## config.mk

```make
export PLATFORM = sky130hd
export DESIGN_NAME = alu_execute
export DESIGN_NICKNAME = d
export VERILOG_FILES = /design/src/rtl/alu_execute.sv
export SDC_FILE = /design/constraint.sdc
export NUM_CORES = 1
export LEC_CHECK = 0
export CAP_MARGIN = 20
export CELL_PAD_IN_SITES_DETAIL_PLACEMENT = 1
export CELL_PAD_IN_SITES_GLOBAL_PLACEMENT = 2
export CORE_MARGIN = 1.5
export CORE_UTILIZATION = 35
export DETAILED_ROUTE_END_ITERATION = 8
export DONT_BUFFER_PORTS = 1
export PLACE_DENSITY = 0.76
export SLEW_MARGIN = 20
export SYNTH_ARGS = -nofsm -noshare
export SYNTH_HDL_FRONTEND = slang
export SYNTH_SLANG_ARGS = --single-unit
```

## constraint.sdc

```tcl
create_clock -name clk -period 4.65 [get_ports clk]
set_clock_uncertainty 0.2 [all_clocks]
set_input_delay 0.2325 -clock clk [delete_from_list [all_inputs] [get_ports clk]]
set_output_delay 0.2325 -clock clk [all_outputs]
set_load 0.02 [all_outputs]
```

## src/rtl/alu_execute.sv

```systemverilog
// Multi-cycle ALU execute stage between register-file reads and write-back.
// Define ALU_MUL_EN to build the 8-iteration shift-add multiply for opcode 111.
module alu_execute (
  input  logic       clk,
  input  logic       reset_n,
  input  logic       i_start,
  input  logic [2:0] i_opcode,
  input  logic [1:0] i_dest_addr,
  input  logic [7:0] i_operand_a,
  input  logic [7:0] i_operand_b,
  output logic       o_busy,
  output logic       o_write_enable,
  output logic [1:0] o_write_reg_addr,
  output logic [7:0] o_write_data,
  output logic       o_carry,
  output logic       o_zero
);

  typedef enum logic [1:0] {
    S_IDLE = 2'd0,
    S_WB   = 2'd1,
`ifdef ALU_MUL_EN
    S_MUL  = 2'd2
`else
    S_DROP = 2'd3
`endif
  } state_t;

  localparam logic [2:0] OP_ADD = 3'b000;
  localparam logic [2:0] OP_SUB = 3'b001;
  localparam logic [2:0] OP_AND = 3'b010;
  localparam logic [2:0] OP_OR  = 3'b011;
  localparam logic [2:0] OP_XOR = 3'b100;
  localparam logic [2:0] OP_SHL = 3'b101;
  localparam logic [2:0] OP_SHR = 3'b110;
  localparam logic [2:0] OP_MUL = 3'b111;

  state_t     state;
  state_t     next_state;
  logic       load_alu;
  logic [7:0] alu_result;
  logic       alu_carry;

`ifdef ALU_MUL_EN
  logic        load_mul;
  logic        mul_last;
  logic [2:0]  mul_count;
  logic [7:0]  mul_a;
  logic [7:0]  mul_b;
  logic [1:0]  mul_dest;
  logic [15:0] mul_acc;
  logic [15:0] mul_acc_next;

  // Each iteration adds the multiplicand shifted by the current multiplier bit index.
  assign mul_acc_next = mul_acc + (mul_b[mul_count] ? ({8'd0, mul_a} << mul_count) : 16'd0);
  assign mul_last     = (mul_count == 3'd7);
`endif

  // Single-cycle operations are computed straight from the operands at accept.
  always_comb begin
    alu_result = 8'd0;
    alu_carry  = 1'b0;
    case (i_opcode)
      OP_ADD: {alu_carry, alu_result} = {1'b0, i_operand_a} + {1'b0, i_operand_b};
      OP_SUB: begin
        alu_result = i_operand_a - i_operand_b;
        alu_carry  = (i_operand_a < i_operand_b);
      end
      OP_AND: alu_result = i_operand_a & i_operand_b;
      OP_OR:  alu_result = i_operand_a | i_operand_b;
      OP_XOR: alu_result = i_operand_a ^ i_operand_b;
      OP_SHL: begin
        alu_result = {i_operand_a[6:0], 1'b0};
        alu_carry  = i_operand_a[7];
      end
      OP_SHR: begin
        alu_result = {1'b0, i_operand_a[7:1]};
        alu_carry  = i_operand_a[0];
      end
      default: begin
        alu_result = 8'd0;
        alu_carry  = 1'b0;
      end
    endcase
  end

  always_ff @(posedge clk) begin
    if (!reset_n) state <= S_IDLE;
    else          state <= next_state;
  end

  always_comb begin
    next_state     = state;
    load_alu       = 1'b0;
    o_busy         = 1'b1;
    o_write_enable = 1'b0;
`ifdef ALU_MUL_EN
    load_mul       = 1'b0;
`endif
    case (state)
      S_IDLE: begin
        o_busy = 1'b0;
        if (i_start) begin
          if (i_opcode == OP_MUL) begin
`ifdef ALU_MUL_EN
            load_mul   = 1'b1;
            next_state = S_MUL;
`else
            next_state = S_DROP;
`endif
          end else begin
            load_alu   = 1'b1;
            next_state = S_WB;
          end
        end
      end
`ifdef ALU_MUL_EN
      S_MUL: begin
        if (mul_last) next_state = S_WB;
      end
`else
      S_DROP: next_state = S_IDLE;
`endif
      S_WB: begin
        o_write_enable = 1'b1;
        next_state     = S_IDLE;
      end
      default: next_state = S_IDLE;
    endcase
  end

  // Write-back result, address and flags only change on the edge that enters WB.
  always_ff @(posedge clk) begin
    if (!reset_n) begin
      o_write_reg_addr <= 2'd0;
      o_write_data     <= 8'd0;
      o_carry          <= 1'b0;
      o_zero           <= 1'b0;
`ifdef ALU_MUL_EN
      mul_count        <= 3'd0;
      mul_a            <= 8'd0;
      mul_b            <= 8'd0;
      mul_dest         <= 2'd0;
      mul_acc          <= 16'd0;
`endif
    end else begin
      if (load_alu) begin
        o_write_reg_addr <= i_dest_addr;
        o_write_data     <= alu_result;
        o_carry          <= alu_carry;
        o_zero           <= (alu_result == 8'd0);
      end
`ifdef ALU_MUL_EN
      if (load_mul) begin
        mul_count <= 3'd0;
        mul_a     <= i_operand_a;
        mul_b     <= i_operand_b;
        mul_dest  <= i_dest_addr;
        mul_acc   <= 16'd0;
      end else if (state == S_MUL) begin
        mul_acc   <= mul_acc_next;
        mul_count <= mul_count + 3'd1;
        if (mul_last) begin
          o_write_reg_addr <= mul_dest;
          o_write_data     <= mul_acc_next[7:0];
          o_carry          <= (mul_acc_next[15:8] != 8'd0);
          o_zero           <= (mul_acc_next[7:0] == 8'd0);
        end
      end
`endif
    end
  end

endmodule

```

# Word level (Yosys, flattened, before mapping)
# Index checks and enable logic that the tools add are counted.
# classes
order_cmp	1
n_bitwise	3
n_reduce_logical	4
n_shift	0
mux	8
multipliers	0
div_mod_pow	0
eq_ne	8
addsub	2
# ops
op	n
one-hot mux 8 bit (7 select lines)	1
equality test 3 bit (second input constant)	4
adder 8 x 8 -> 9 bit	1
AND 8 bit	1
zero test 8 bit	1
less-than comparator 8 bit	1
bitwise OR 8 bit	1
subtractor 8 bit	1
XOR 8 bit	1
equality test 3 x 2 -> 1 bit (second input constant)	2
two-way mux 1 bit	5
one-hot mux 1 bit (4 select lines)	1
equality test 3 x 1 -> 1 bit (second input constant)	1
zero test 3 bit	1
equality test 2 x 1 -> 1 bit (second input constant)	1
zero test 2 bit	1
two-way mux 2 bit	1
AND reduction 2 bit	1
# word_totals
elab_cells	31
input_bits	24
out_inout_bits	14
romBits	0
memories	0
latch_bits	0
reg_bits	14
ram_bits	0

# Depth between registers and ports, before layout
# depth
depth_word	4
ltp_mapped	10

# Least setup slack after synthesis
# No wires, ideal clock.
# synth_timing
path_type	input -> register
startpoint	in i_operand_a[0]
endpoint	reg o_zero
path_stages	9
arrival_ns	2.497
path_slack_ns	1.894
required_time_ns	4.391
path_buffers	0
path_cell_list	inv_1 ha_1 fa_1 inv_1 mux4_2 o21a_1 or4b_4 nor4b_2 a31o_1
# synth_between
elab_chain_len	3
elab_cells_between_ends	7
# synth_lines
item	line	rtl
start, declared	9	input logic [7:0] i_operand_a,
subtractor 8 bit, or another cell as far along	66	alu_result = i_operand_a - i_operand_b;
one-hot mux 8 bit (7 select lines) (*)	63	case (i_opcode)
zero test 8 bit (*)	151	o_zero <= (alu_result == 8'd0);
end signal, assigned	151	
end, declared	16	output logic o_zero
# Mark *: on every way between the ends. The rest lies on a longest branch, timed or not.
# A chain may end at the register's enable or synchronous reset.

# Worst setup path after layout
# Same ends and word-level chain as after synthesis.

==> out/metrics.yaml <==
status: "finished clean"
yosys_warnings: 0
drcViolationCount: 0
clk_latency_ns: 0.24
final_antenna_net_count: 0
viasPerCell: 5.61
r2r_cells: 4
fin_ws_ns: 2.06
ys.flop_type: "dfxtp_1"
multi_input_area_sq_um: 1330
p_sw_mw: 0.141
drv_slew: 0
die_w_um: 74.0
finalSetupTns_ns: 0
cts_buffer_depth: 2
fp.coreArea_sq_um: 4790
relSlewSlack: 0.628
grt_max_degree: 31
worstReg2RegStart: "state[0]"
intPower_mw: 0.268
r2r_setup_slack_ns: 2.93
pre_cts_slack_ns: 1.80
required_ns: 4.64
syn_to_final_growth_pct: 8.58
avgSynthCellArea_sq_um: 7.54
fin_nets: 284
synth-edff-count: 0
vias: 1684
rows: 25
setup_viol: 0
final_core_util: 0.400
pwr-share-seq: 0.347
cts_sinks: 14
async_reset_ff_frac: 0
portBuffers: 0
crit_path_start_kind: "input port"
hold_violations: 0
syn_inst: 234
cts_buffers: 3
layout-drive-gt1-share: 0.0429
clk_pin_slew_ns: 0.06
die_h_um: 74.0
p_leak_nw: 0.864
fmax_mhz: 386
grt_util_all_layers: 0.189
yosys-top-cells-count: "inv_1 (26), ha_1 (24), nor2_1 (22)"
dp_hpwl_mm: 3.84
die_area_sq_um: 5480
wirelength_mm: 4.92
path_class: "input port to flop"
wl_per_cell_um: 16.4
cap_viol_max_count: 0
endpoint_kind: "flop"
hold_path_depth: 2
cts_max_level: 1
antenna_found_initial: 0
fillCellCount: 592
synth.most_common_cell: "inv_1"
dp_cells: 289
fin_hold_ws_ns: 0.0363
peakVddDrop_v: 0.0000867
fin_cells: 300
arrival_ns: 2.59
r2r_end: "o_zero"
tightestPinTransition_ns: 0.558
regArea_sq_um: 280
hp-start: "reset_n"
place.gp.congestion: 0.848
synth_largest_area_cell: "ha_1"
num_antenna_cells: 0
synth-seq-cells: 14
yosys-top-cells-area: "ha_1 (17%), dfxtp_1 (16%), a21oi_1 (6.0%)"
pwr-share-comb: 0.367
cts_root_buffer: "clkbuf_8"
path_max_fanout: 3
holdPathEnd: "o_zero"
grt-ovfl-total: 0
fin_crit_sh: 0.557
seq_area_frac_synth: 0.159
swShare: 0.344
post_cts_resized: 0
pin_count: 38
syn_area_sq_um: 1760
power_density_nw_per_um2: 214
syn_nets: 284
cts_tree: "built"
first_pass_iters: 4
finalCriticalPeriod_ns: 2.59
grt_pass1_wl_mm: 8.10
grt_pass1_vias: 1654
clockPowerShare: 0.286
hold_class: "input port to flop"
start_util: 0.369
rsz0062_at_grt: "false"
drtIter0Drc: 65
synth_cell_types: 52
netlist.area_leader.share: 0.170
==> routing by layer <==
layer	vias up	share of wire	global-route usage
met3	5	0.062	0.0203
met1	802	0.48	0.264
met5	-	0	0
li1	834	-	-
met2	43	0.44	0.307
met4	0	0.011	0.0556
==> through the flow <==
stage               total power, mW  instance area, sq um
finish                        0.409                  1920
global route                  0.439                  1920
CTS                           0.413                  1920
detailed placement            0.290                  1790
global placement              0.290                  1790
floorplan                     0.267                  1760
==> power groups by stage <==
stage | logic, mW | clock network [mW] | registers, mW
4_1_cts | 0.152 | 0.120 | 0.142
2_1_floorplan | 0.124 | 0 | 0.143
3_3_place_gp | 0.146 | 0 | 0.144
6_report | 0.150 | 0.117 | 0.142
3_5_place_dp | 0.146 | 0 | 0.145
5_1_grt | 0.171 | 0.125 | 0.143
==> area by class of cell <==
type,count,area share
clock buffers,4,0.0287
well taps,67,0.0438
flip-flops and latches,14,0.146
multi-input cells,181,0.692
repair buffers,7,0.0366
inverters,27,0.0529
==> what timing repair did <==
action / in CTS / in global routing
hold buffers: 7 / 0
buffers inserted: 0 / 0
hold endpoints to repair: 6 / 0
==> state kept, by name, indices dropped and copies added (netlist names) <==
register	flops
o_carry	1
state	2
o_write_data	8
o_write_reg_addr	2
o_zero	1
==> worst max-delay path by stage <==
stage               slack, ns      startpoint  endpoint  cells after the start
finish                   2.06  i_operand_a[0]    o_zero                      9
global route             1.98  i_operand_a[0]    o_zero                      9
CTS                      2.04  i_operand_a[0]    o_zero                      9
detailed placement       1.80  i_operand_a[0]    o_zero                      9
global placement         1.83  i_operand_a[0]    o_zero                      9
floorplan                1.89  i_operand_a[0]    o_zero                      9
==> cell usage in the layout, fill, tap and decap left out, types with 3 or more instances in the layout <==
cell and n:
a22oi_1 4, inv_1 26, and3_1 4, nand2_1 17
a211oi_1 4, ha_1 24, dfxtp_1 14, o21ai_0 7
a21oi_1 21, a221oi_1 6, nand2b_1 5, o21ai_1 3
clkbuf_8 4, nand3_1 4, o32ai_1 3, nor3_1 3
mux2i_1 5, nor2_1 22, nor2b_1 4, dlygate4sd3_1 7
a21o_1 3, xnor2_1 3
==> critical path, stage by stage <==
cell,delay (ns)
inv_1,0.05
ha_1,0.23
fa_1,0.48
inv_1,0.03
mux4_2,0.43
o21a_1,0.20
or4b_4,0.51
nor4b_2,0.25
a31o_1,0.16
==> kinds of logic (layout without fill, tap and decap cells) <==
group           Yosys count  in the layout  share of synthesized area
simple gates             68             68                      0.193
buf+inv                  39             38                     0.0901
fa+ha+maj                26             26                      0.193
flops                    14             14                      0.159
xor+xnor                  5              5                     0.0248
compound gates           73             73                      0.280
mux                       9              9                     0.0603
No activity file was read; power rests on OpenSTA's default activity.
